`src/rtl/mio_bus_ctrl.sv`:
```
// CPU data-port controller: req/ready handshake to the data RAM with read wait states,
// plus a small IO window (switches, LED, seg7, cycle counter, sticky status).
module mio_bus_ctrl #(
  parameter int          RAM_AW  = 12,
  parameter int          RAM_LAT = 1,
  parameter int          SW_W    = 16,
  parameter int          LED_W   = 16,
  parameter logic [31:0] IO_BASE = 32'hFFFF0000
) (
  input  logic              clk,
  input  logic              rst,
  input  logic              cpu_req,
  input  logic              mem_w,
  input  logic [31:0]       cpu_data_addr,
  input  logic [31:0]       cpu_data_out,
  input  logic [2:0]        cpu_data_amp,
  output logic [31:0]       cpu_data_in,
  output logic              cpu_ready,
  input  logic [SW_W-1:0]   sw_i,
  input  logic [31:0]       ram_data_out,
  output logic [RAM_AW-1:0] ram_addr,
  output logic [31:0]       ram_data_in,
  output logic              ram_we,
  output logic [2:0]        ram_amp,
  output logic [LED_W-1:0]  led_o,
  output logic [31:0]       seg7_data,
  output logic              seg7_we
);

  // state  | meaning
  // IDLE   | waiting for cpu_req; request fields latched on accept
  // ACCESS | RAM/IO access in progress (RAM reads stay RAM_LAT+1 cycles)
  // DONE   | cpu_ready pulse with read data
  typedef enum logic [1:0] {IDLE, ACCESS, DONE} state_t;

  state_t            state_q, state_d;
  logic [31:0]       addr_q, wdata_q, rdata_q, io_rdata;
  logic [2:0]        amp_q, wait_q;
  logic              wr_q;
  logic [SW_W-1:0]   sw_s1, sw_s2, sw_prev;
  logic [LED_W-1:0]  led_q;
  logic [31:0]       seg7_q, cnt_q;
  logic [1:0]        stat_q, stat_d;
  logic              io_hit, in_access, last_cycle, io_wr, io_rd, io_bad;
  logic [7:0]        off;

  assign io_hit     = (addr_q[31:8] == IO_BASE[31:8]);
  assign off        = addr_q[7:0];
  assign in_access  = (state_q == ACCESS);
  assign last_cycle = in_access && (io_hit || wr_q || wait_q == 3'd0);
  assign io_wr      = in_access && io_hit && wr_q;
  assign io_rd      = in_access && io_hit && !wr_q;

  always_comb begin
    io_rdata = '0;
    io_bad   = 1'b0;
    case (off)
      8'h04:   io_rdata = 32'(sw_s2);
      8'h08:   io_rdata = 32'(led_q);
      8'h0C:   io_rdata = seg7_q;
      8'h10:   io_rdata = cnt_q;
      8'h14:   io_rdata = 32'(stat_q);
      default: io_bad   = in_access && io_hit;
    endcase
  end

  // Set beats clear when a switch change lands on the same edge as a STAT read.
  always_comb begin
    stat_d = stat_q;
    if (io_rd && off == 8'h14) stat_d = 2'b00;
    if (sw_s2 != sw_prev)      stat_d[0] = 1'b1;
    if (io_bad)                stat_d[1] = 1'b1;
  end

  always_comb begin
    state_d = state_q;
    case (state_q)
      IDLE:    if (cpu_req) state_d = ACCESS;
      ACCESS:  if (last_cycle) state_d = DONE;
      DONE:    state_d = IDLE;
      default: state_d = IDLE;
    endcase
  end

  always_ff @(posedge clk or posedge rst) begin
    if (rst) state_q <= IDLE;
    else     state_q <= state_d;
  end

  always_ff @(posedge clk or posedge rst) begin
    if (rst) begin
      addr_q  <= '0;
      wdata_q <= '0;
      amp_q   <= '0;
      wr_q    <= 1'b0;
      wait_q  <= '0;
      rdata_q <= '0;
    end else begin
      if (state_q == IDLE && cpu_req) begin
        addr_q  <= cpu_data_addr;
        wdata_q <= cpu_data_out;
        amp_q   <= cpu_data_amp;
        wr_q    <= mem_w;
        wait_q  <= 3'(RAM_LAT);
      end else if (in_access && wait_q != 3'd0) begin
        wait_q <= wait_q - 3'd1;
      end
      if (last_cycle) rdata_q <= wr_q ? 32'd0 : (io_hit ? io_rdata : ram_data_out);
    end
  end

  always_ff @(posedge clk or posedge rst) begin
    if (rst) begin
      sw_s1   <= '0;
      sw_s2   <= '0;
      sw_prev <= '0;
      led_q   <= '0;
      seg7_q  <= '0;
      cnt_q   <= '0;
      stat_q  <= '0;
    end else begin
      sw_s1   <= sw_i;
      sw_s2   <= sw_s1;
      sw_prev <= sw_s2;
      stat_q  <= stat_d;
      cnt_q   <= (io_wr && off == 8'h10) ? 32'd0 : cnt_q + 32'd1;
      if (io_wr && off == 8'h08) led_q  <= wdata_q[LED_W-1:0];
      if (io_wr && off == 8'h0C) seg7_q <= wdata_q;
    end
  end

  assign cpu_ready   = (state_q == DONE);
  assign cpu_data_in = cpu_ready ? rdata_q : 32'd0;
  assign ram_we      = in_access && !io_hit && wr_q;
  assign ram_addr    = in_access ? addr_q[RAM_AW-1:0] : '0;
  assign ram_data_in = in_access ? wdata_q : 32'd0;
  assign ram_amp     = in_access ? amp_q : 3'd0;
  assign seg7_we     = cpu_ready && wr_q && io_hit && off == 8'h0C;
  assign led_o       = led_q;
  assign seg7_data   = seg7_q;

endmodule

```
`config.mk`:
```
export PLATFORM = sky130hd
export DESIGN_NAME = mio_bus_ctrl
export DESIGN_NICKNAME = d
export VERILOG_FILES = /design/src/rtl/mio_bus_ctrl.sv
export SDC_FILE = /design/constraint.sdc
export NUM_CORES = 1
export LEC_CHECK = 0
export CORE_UTILIZATION = 50
export CTS_CLUSTER_DIAMETER = 100
export DETAILED_ROUTE_END_ITERATION = 6
export DONT_BUFFER_PORTS = 1
export PLACE_DENSITY = 0.8
export SLEW_MARGIN = 15
export SYNTH_ARGS = -nofsm -noshare
export SYNTH_HDL_FRONTEND = slang
export SYNTH_SLANG_ARGS = --single-unit
```
`constraint.sdc`:
```
create_clock -name clk -period 6.1 [get_ports clk]
set_input_delay 0 -clock clk [delete_from_list [all_inputs] [get_ports clk]]
set_output_delay 0 -clock clk [all_outputs]
set_load 0.01 [all_outputs]
```
Yosys cells after proc, flatten, opt, wreduce, memory -nomap -nowiden
Cells that the tools add are included.
- bits in registers: 235
- input bits: 119
- output and inout bits: 130
- $add $sub $neg: 2
- equal/unequal tests: 11
- muxes and demuxes: 17
- reduce and logical (&&, ||, !) cells: 27
- operator list (kind ; count):
    $mux 32 ; 5
    $pmux 32 s5 ; 1
    $add 32x1->32 const B ; 1
    $eq 24x24->1 const B ; 1
    $eq 8x4->1 const B ; 2
    $eq 8x5->1 const B ; 2
    $ne 16x16->1 ; 1
    $logic_and 1x1->1 ; 15
    $mux 12 ; 1
    $mux 3 ; 3
    $eq 8x3->1 const B ; 1
    $mux 2 ; 3
    $reduce_bool 2->1 ; 3
    $reduce_or 5->1 ; 1
    $pmux 2 s2 ; 1
    $logic_not 3->1 ; 1
    $mux 1 ; 3
    $reduce_bool 3->1 ; 1
    $sub 3x1->3 const B ; 1
    $eq 2x1->1 const B ; 1
    $eq 2x2->1 const B ; 1
    $logic_not 1->1 ; 2
    $logic_not 2->1 ; 1
    $logic_or 1x1->1 ; 2
    3 further kinds ; 3

Logic depth before layout (Yosys ltp)
Gate-level depths: netlist of run 1.
- word-level depth: 6
- depth in mapped cells: 9

Worst setup path after synthesis of run 1
Ideal clock, no wire load.
- path kind: register to register
- from: register addr_q[8]
- to: register led_q[0], in the netlist led_o[0]
- library setup time: 125 ps
- arrival time: 2422 ps
- required time: 5975 ps
- slack: 3553 ps
- cell stages (with the launch flop): 8
- path through: dfrtp_1 -> or4_4 -> nor4_4 -> nand3_2 -> or4_1 -> buf_2 -> buf_6 -> mux2_4
- word-level cells in the longest chain between the ends: 4
- ends and longest elaborated chain (element ; RTL line ; source):
    start, declared ; 37 ; logic [31:0] addr_q, wdata_q, rdata_q, io_rdata;
    start signal, assigned ; 100 ; addr_q <= cpu_data_addr;
    $eq 24x24->1 ; 47 ; assign io_hit = (addr_q[31:8] == IO_BASE[31:8]);
    $logic_and 1x1->1 (2 in a row) ; 51 ; assign io_wr = in_access && io_hit && wr_q;
    $logic_and 1x1->1 ; 127 ; if (io_wr && off == 8'h08) led_q <= wdata_q[LED_W-1:0];
    end signal, assigned ; 127 ;
    end, declared ; 41 ; logic [LED_W-1:0] led_q;
No other way between the ends.
A chain may end at the register's enable or synchronous reset.

Worst setup path in the final report of run 1
- from: register addr_q[8]
- to: register led_q[7], in the netlist led_o[7]
The elaborated chain is that of the path after synthesis.

==> summary.md, run 1 <==
| Metric | Value |
|---|---|
| Status | complete, no violations |
| Syn Std Cell Area | 0.01018 mm^2 |
| Worst Skew | 0.01080 ns |
| Fin cells | 1216 |
| Crit-path max FO | 16 |
| RR Endpoint | led_o[7]$_DFFE_PP0P_ |
| WP data required | 6.50 ns |
| EDFF count, synth | 0 |
| Die Y | 144.7 um |
| Post-Syn Instances | 824 |
| Hold WC Path Type | in2async |
| Fin crit period | 3.257 ns |
| Most frequent cells in the layout | dfrtp_1 (235), dlygate4sd3_1 (118), mux2_2 (104), and2_1 (83), a22oi_1 (60) |
| Design area | 0.01250 mm^2 |
| Final Max Tran Viols | 0 |
| Initial DRC Count | 339 |
| Post-DP Area | 0.01045 mm^2 |
| Core footprint | 0.01972 mm^2 |
| Synth Area per Inst | 12.36 um^2 |
| H-Tree Depth | 1 |
| Final setup margin | 2.843 ns |
| Grt ovf | 0 |
| Fin Setup TNS | 0 ns |
| Post-synth ARST share | 100.0% |
| Netlist cell types | 44 |
| Die Span X | 144.7 um |
| Area Overhead vs Synth | 22.76% |
| Post-synth top flop | dfrtp_1 |
| Fin. Hold Viols | 0 |
| Critical path type | reg2reg |
| Layout filler cell count | 1416 |
| Antenna Nets Post-Route | 0 |
| Worst Setup SP | addr_q[8]$_DFFE_PP0P_ |
| WL final | 26080 um |
| Gr usage total | 25.26% |
| Starting density of the core | 51.65% |
| # setup viols final | 0 |
| Nets@finish | 1054 |
| DP HPWL | 16800 um |
| IO Pins | 249 |
| Vias in the first global route | 7291 |
| Slew HR | 23.08% |
| Max clock buf depth | 3 |
| Critical Path Slowest Stage Cell | or4_1 |
| Die area | 0.02094 mm^2 |
| First-pass GRT wire length | 40290 um |
| TritonCTS Buffers | 25 |
| Util after Layout | 63.41% |
| PwrDens | 385.8 mW/mm^2 |
| Critical Path Max Stage Delay | 1.01 ns |
| Worst slew pin tran | 1.154 ns |
| DR vias/cell | 5.800 |
| Worst Setup End Kind | flop |
| Worst reg2reg startpoint | addr_q[8]$_DFFE_PP0P_ |
| Largest net degree at the start of global routing | 79 |
| Register area share after synthesis | 57.74% |
| WHS | 0.02105 ns |
| Drt pass-1 iters | 5 |
| Row count | 51 |
| P_leak | 5.373 nW |
| Period utilization | 53.39% |
| Routed WL per cell | 21.44 um |
| #FFs+latches synth | 235 |
| Number of remaining DRC errors | 0 |
| Sink Count | 235 |
| Post-Syn Nets | 946 |
| Total power | 4.824 mW |
| RSZ-0062 raised after global routing | no |
| Reg clk slew, reported paths | 0.06 ns |
| Placed Instances | 1050 |
| Maxcap violations | 0 |
| Layout cells sized above 1 | 19.05% |
| Clock root buffer | clkbuf_16 |
| TritonCTS clock tree | yes |
| Worst skew pair latency | 0.52 ns |
| Leading cell type in the layout, fill and taps excluded | dfrtp_1 |
| Gpl congestion | 0.7990 |
| Via Count | 7053 |
| Reg-to-reg slack, setup | 2.84 ns |
| Synth warnings | 0 |
| Maximum clock frequency | 307.1 MHz |
| Antenna violations before repair | 1 |
| Peak VDD IR | 0.2928 mV |
| Pre-CTS setup slack | 2.489 ns |
| Crit path launch type | flop |
| IO Port Bufs | 0 |
| FF-to-FF path depth | 5 |
| Critical path, cell by cell | or4_4 -> nor4_4 -> nand3_2 -> or4_1 -> mux2_4 |
| Arr. time, crit path | 3.66 ns |
| Worst setup path endpoint | led_o[7]$_DFFE_PP0P_ |
[layer usage]
| layer | wire, um | GRT usage (%) | up-vias | share of wire (%) |
|---|---|---|---|---|
| met2 | 12940 | 43.42 | 295 | 50 |
| met1 | 10400 | 30.99 | 3542 | 40 |
| met5 | 0 | 0 | - | 0 |
| met4 | 826 | 9.197 | 0 | 3.2 |
| met3 | 1909 | 5.923 | 76 | 7.3 |
| li1 | - | - | 3140 | - |
[cell families (layout without fill, tap and decap cells)]
group / Yosys count / in the layout / synth area share [%]
adders and majority gates: 3 / 3 / 0.3686
AOI/OAI and AO/OA: 121 / 121 / 8.280
and+or+nand+nor: 227 / 227 / 12.52
other: 0 / 1 / 0
buffers and inverters: 59 / 185 / 2.297
xor gates and xnor gates: 47 / 47 / 4.042
DFF: 235 / 235 / 57.74
muxes: 132 / 132 / 14.75
[state kept, by name, indices dropped and copies added (netlist names), 2 cells and up]
name and count:
rdata_q 32, cnt_q 32, amp_q 3, addr_q 32, wait_q 3, led_o 16
sw_s2 16, sw_prev 16, stat_q 2, sw_s1 16, seg7_data 32, state_q 2
wdata_q 32
[synth_stat cells, drive strengths merged (10+ instances only)]
master	count	area, um^2
a22oi	60	450.4
and2	84	525.5
clkbuf	43	161.4
dfrtp	235	5881
mux2	115	1333
mux2i	17	170.2
nand2	21	78.83
nand3	11	60.06
nand4	14	87.58
nor2	50	187.7
nor3	10	50.05
nor4	13	108.9
o21ai	31	155.2
o22a	15	131.4
xnor2	25	219.0
xor2	22	192.7
[power by group]
part	internal (mW)	switching, mW
Combinational	0.527	0.665
Clock	0.913	0.612
Sequential	1.86	0.252
Total	3.30	1.53
[critical path, delay by kind of cell, from the launching register on]
kind | cells | cell delay [ns]
flops | 1 | 0.39
simple gates | 4 | 2.27
mux | 1 | 0.47
[timing repair]
action,in CTS,in global routing
buffers inserted,0,0
setup endpoints to repair,0,0
hold buffers,118,0
endpoints found under the hold margin,165,0
gates resized for setup,0,0
[cell type report]
type | count | area, um^2 | area share, %
Clock inverter | 10 | 112.6 | 0.9006
Clock buffer | 35 | 723.2 | 5.784
Timing Repair Buffer | 131 | 1295 | 10.36
Antenna cell | 1 | 2.502 | 0.02001
Sequential cell | 235 | 5881 | 47.03
Multi-Input combinational cell | 530 | 4120 | 32.95
Tap cell | 265 | 331.6 | 2.652
Inverter | 9 | 37.54 | 0.3002
[worst min path at each step]
| stage | cells after the start | from | end |
|---|---|---|---|
| detailed placement | 1 | rst | addr_q[22]$_DFFE_PP0P_ |
| global placement | 1 | rst | addr_q[22]$_DFFE_PP0P_ |
| CTS | 2 | rst | addr_q[22]$_DFFE_PP0P_ |
| finish | 2 | rst | addr_q[22]$_DFFE_PP0P_ |
| floorplan | 0 | sw_i[0] | sw_s1[0]$_DFF_PP0_ |
| global route | 1 | sw_i[6] | sw_s1[6]$_DFF_PP0_ |
(Power assumes the default switching activity.)
==> run 2: changes to the inputs <==
PLACE_DENSITY = 0.77   (was 0.8)
clock period = 3.2 ns   (was 6.1 ns; I/O delays follow)
==> run 2 against run 1 <==
Setup slack worse by 2.2 ns. Sequential cell count unchanged. Clock skew increased by 0.0096 ns. Sequential power up 89%. Hold slack better by 0.0085 ns. Largest cell class unchanged. Highest routed layer unchanged.
==> summary.md, run 2 (synthesis results as in run 1) <==
| Metric | Value |
|---|---|
| Status | complete, no violations |
| IO Pins | 249 |
| Via Count | 6998 |
| Die area | 0.02094 mm^2 |
| Critical path, cell by cell | or4_4 -> nor4_4 -> nand3_2 -> or4_1 -> buf_4 -> mux2_4 |
| Nets@finish | 1060 |
| Worst slew pin tran | 1.132 ns |
| Vias in the first global route | 7150 |
| Area Overhead vs Synth | 23.93% |
| Worst Skew | 0.02042 ns |
| Die Y | 144.7 um |
| Clock root buffer | clkbuf_16 |
| P_leak | 5.444 nW |
| Final Max Tran Viols | 0 |
| Drt pass-1 iters | 4 |
| Max clock buf depth | 3 |
| Placed Instances | 1058 |
| IO Port Bufs | 0 |
| Starting density of the core | 51.65% |
| Worst skew pair latency | 0.53 ns |
| Largest net degree at the start of global routing | 138 |
| Total power | 9.447 mW |
| Diodes inserted | 0 |
| WL final | 25350 um |
| Peak VDD IR | 0.7393 mV |
| Fin. Hold Viols | 0 |
| Gr usage total | 24.71% |
| Maximum clock frequency | 392.2 MHz |
| Worst Setup End Kind | flop |
| PwrDens | 748.4 mW/mm^2 |
| Critical Path Slowest Stage Cell | or4_4 |
| First-pass GRT wire length | 39270 um |
| Arr. time, crit path | 2.95 ns |
| FF-to-FF path depth | 6 |
| Initial DRC Count | 355 |
| H-Tree Depth | 1 |
| Design area | 0.01262 mm^2 |
| Maxcap violations | 0 |
| WHS Path Cells | 1 |
| Row count | 51 |
| Crit-path max FO | 16 |
| Die Span X | 144.7 um |
| Fin cells | 1221 |
| Critical path type | reg2reg |
| Buf/Inv on CP | 1 |
| Most frequent cells in the layout | dfrtp_1 (235), dlygate4sd3_1 (118), mux2_2 (104), and2_1 (83), a22oi_1 (60) |
| CP Depth | 6 |
| Crit path launch type | flop |
| Routed WL per cell | 20.76 um |
| TritonCTS Buffers | 25 |
| Fin Setup TNS | 0 ns |
| RSZ-0062 raised after global routing | no |
| DP HPWL | 16500 um |
| # setup viols final | 0 |
| Gpl congestion | 0.7895 |
| Leading cell type in the layout, fill and taps excluded | dfrtp_1 |
| Post-CTS Setup Inserts | 0 |
| Layout cells sized above 1 | 19.77% |
| Critical Path Max Stage Delay | 0.55 ns |
| Reg clk slew, reported paths | 0.07 ns |
| Sink Count | 235 |
| Hold WC Path Type | in2reg |
| Antenna Nets Post-Route | 0 |
| Antenna violations before repair | 0 |
| DR vias/cell | 5.731 |
| TritonCTS clock tree | yes |
| WP data required | 3.60 ns |
| Slew HR | 24.56% |
| Number of remaining DRC errors | 0 |
| Crit-path leading delay family | simple AND/OR/NAND/NOR gates |
| Core footprint | 0.01972 mm^2 |
| Grt ovf | 0 |
| Period utilization | 79.68% |
| Fin crit period | 2.550 ns |
| Post-DP Area | 0.01054 mm^2 |
[run 2: cell count changes in the layout (fill, tap and decap cells not counted), moves of 2 or more]
| cell | change |
|---|---|
| clkbuf_1 | -2 |
| bufinv_16 | +4 |
| clkbuf_8 | -5 |
| buf_4 | +6 |
| clkinv_4 | +2 |
[run 2: report_power, final]
| part | internal (mW) | total, mW | switching [mW] |
|---|---|---|---|
| Combinational | 1.02 | 2.32 | 1.30 |
| Sequential | 3.54 | 3.98 | 0.440 |
| Clock | 1.95 | 3.15 | 1.20 |
[run 2: worst paths after layout]
check	start	end	slack (ns)
hold reg to reg	sw_s1[4]$_DFF_PP0_	sw_s2[4]$_DFF_PP0_	0.35
hold / removal	sw_i[6]	sw_s1[6]$_DFF_PP0_	0.03
max in group asynchronous	rst	sw_prev[15]$_DFF_PP0_	2.43
setup reg to reg	addr_q[8]$_DFFE_PP0P_	led_o[15]$_DFFE_PP0P_	0.65
setup / recovery	addr_q[8]$_DFFE_PP0P_	led_o[15]$_DFFE_PP0P_	0.65
min in group asynchronous	rst	addr_q[25]$_DFFE_PP0P_	0.11
[run 2: layout make-up]
| cell class | count | area, um^2 |
|---|---|---|
| Clock inverter | 17 | 256.5 |
| Multi-Input combinational cell | 530 | 4120 |
| Timing Repair Buffer | 137 | 1349 |
| Inverter | 9 | 37.54 |
| Tap cell | 265 | 331.6 |
| Clock buffer | 28 | 646.9 |
| Sequential cell | 235 | 5881 |
| Fill cell | 1433 | 7096 |
[run 2: routing by layer]
| metal | wire, um | up-vias | GRT usage (%) |
|---|---|---|---|
| met5 | 0 | - | 0 |
| met3 | 1738 | 61 | 5.824 |
| met4 | 800 | 0 | 8.975 |
| met1 | 10240 | 3534 | 30.70 |
| li1 | - | 3156 | - |
| met2 | 12570 | 247 | 42.03 |
[run 2: what timing repair did]
item / CTS / global route
hold buffers: 118 / 0
resized for setup: 0 / 0
hold endpoints to repair: 353 / 0
[run 2: per-stage QoR]
stage | setup WS (ns) | hold slack [ns] | utilization [%]
after detailed placement | 0.6412 | 0.03147 | 53.44
final | 0.6502 | 0.02956 | 64.01
after global placement | 0.6776 | 0.03148 | 53.44
after floorplan | 0.1221 | 0.03143 | -
after global routing | 0.5485 | 0.02464 | 64.01
after CTS | 0.6203 | 0.009225 | 64.01
[run 2: worst reg2reg max path, cell delays in order, from the launching register on]
cell and delay (ns):
dfrtp_1 0.39, or4_4 0.55, nor4_4 0.26, nand3_2 0.17, or4_1 0.49, buf_4 0.24, mux2_4 0.32
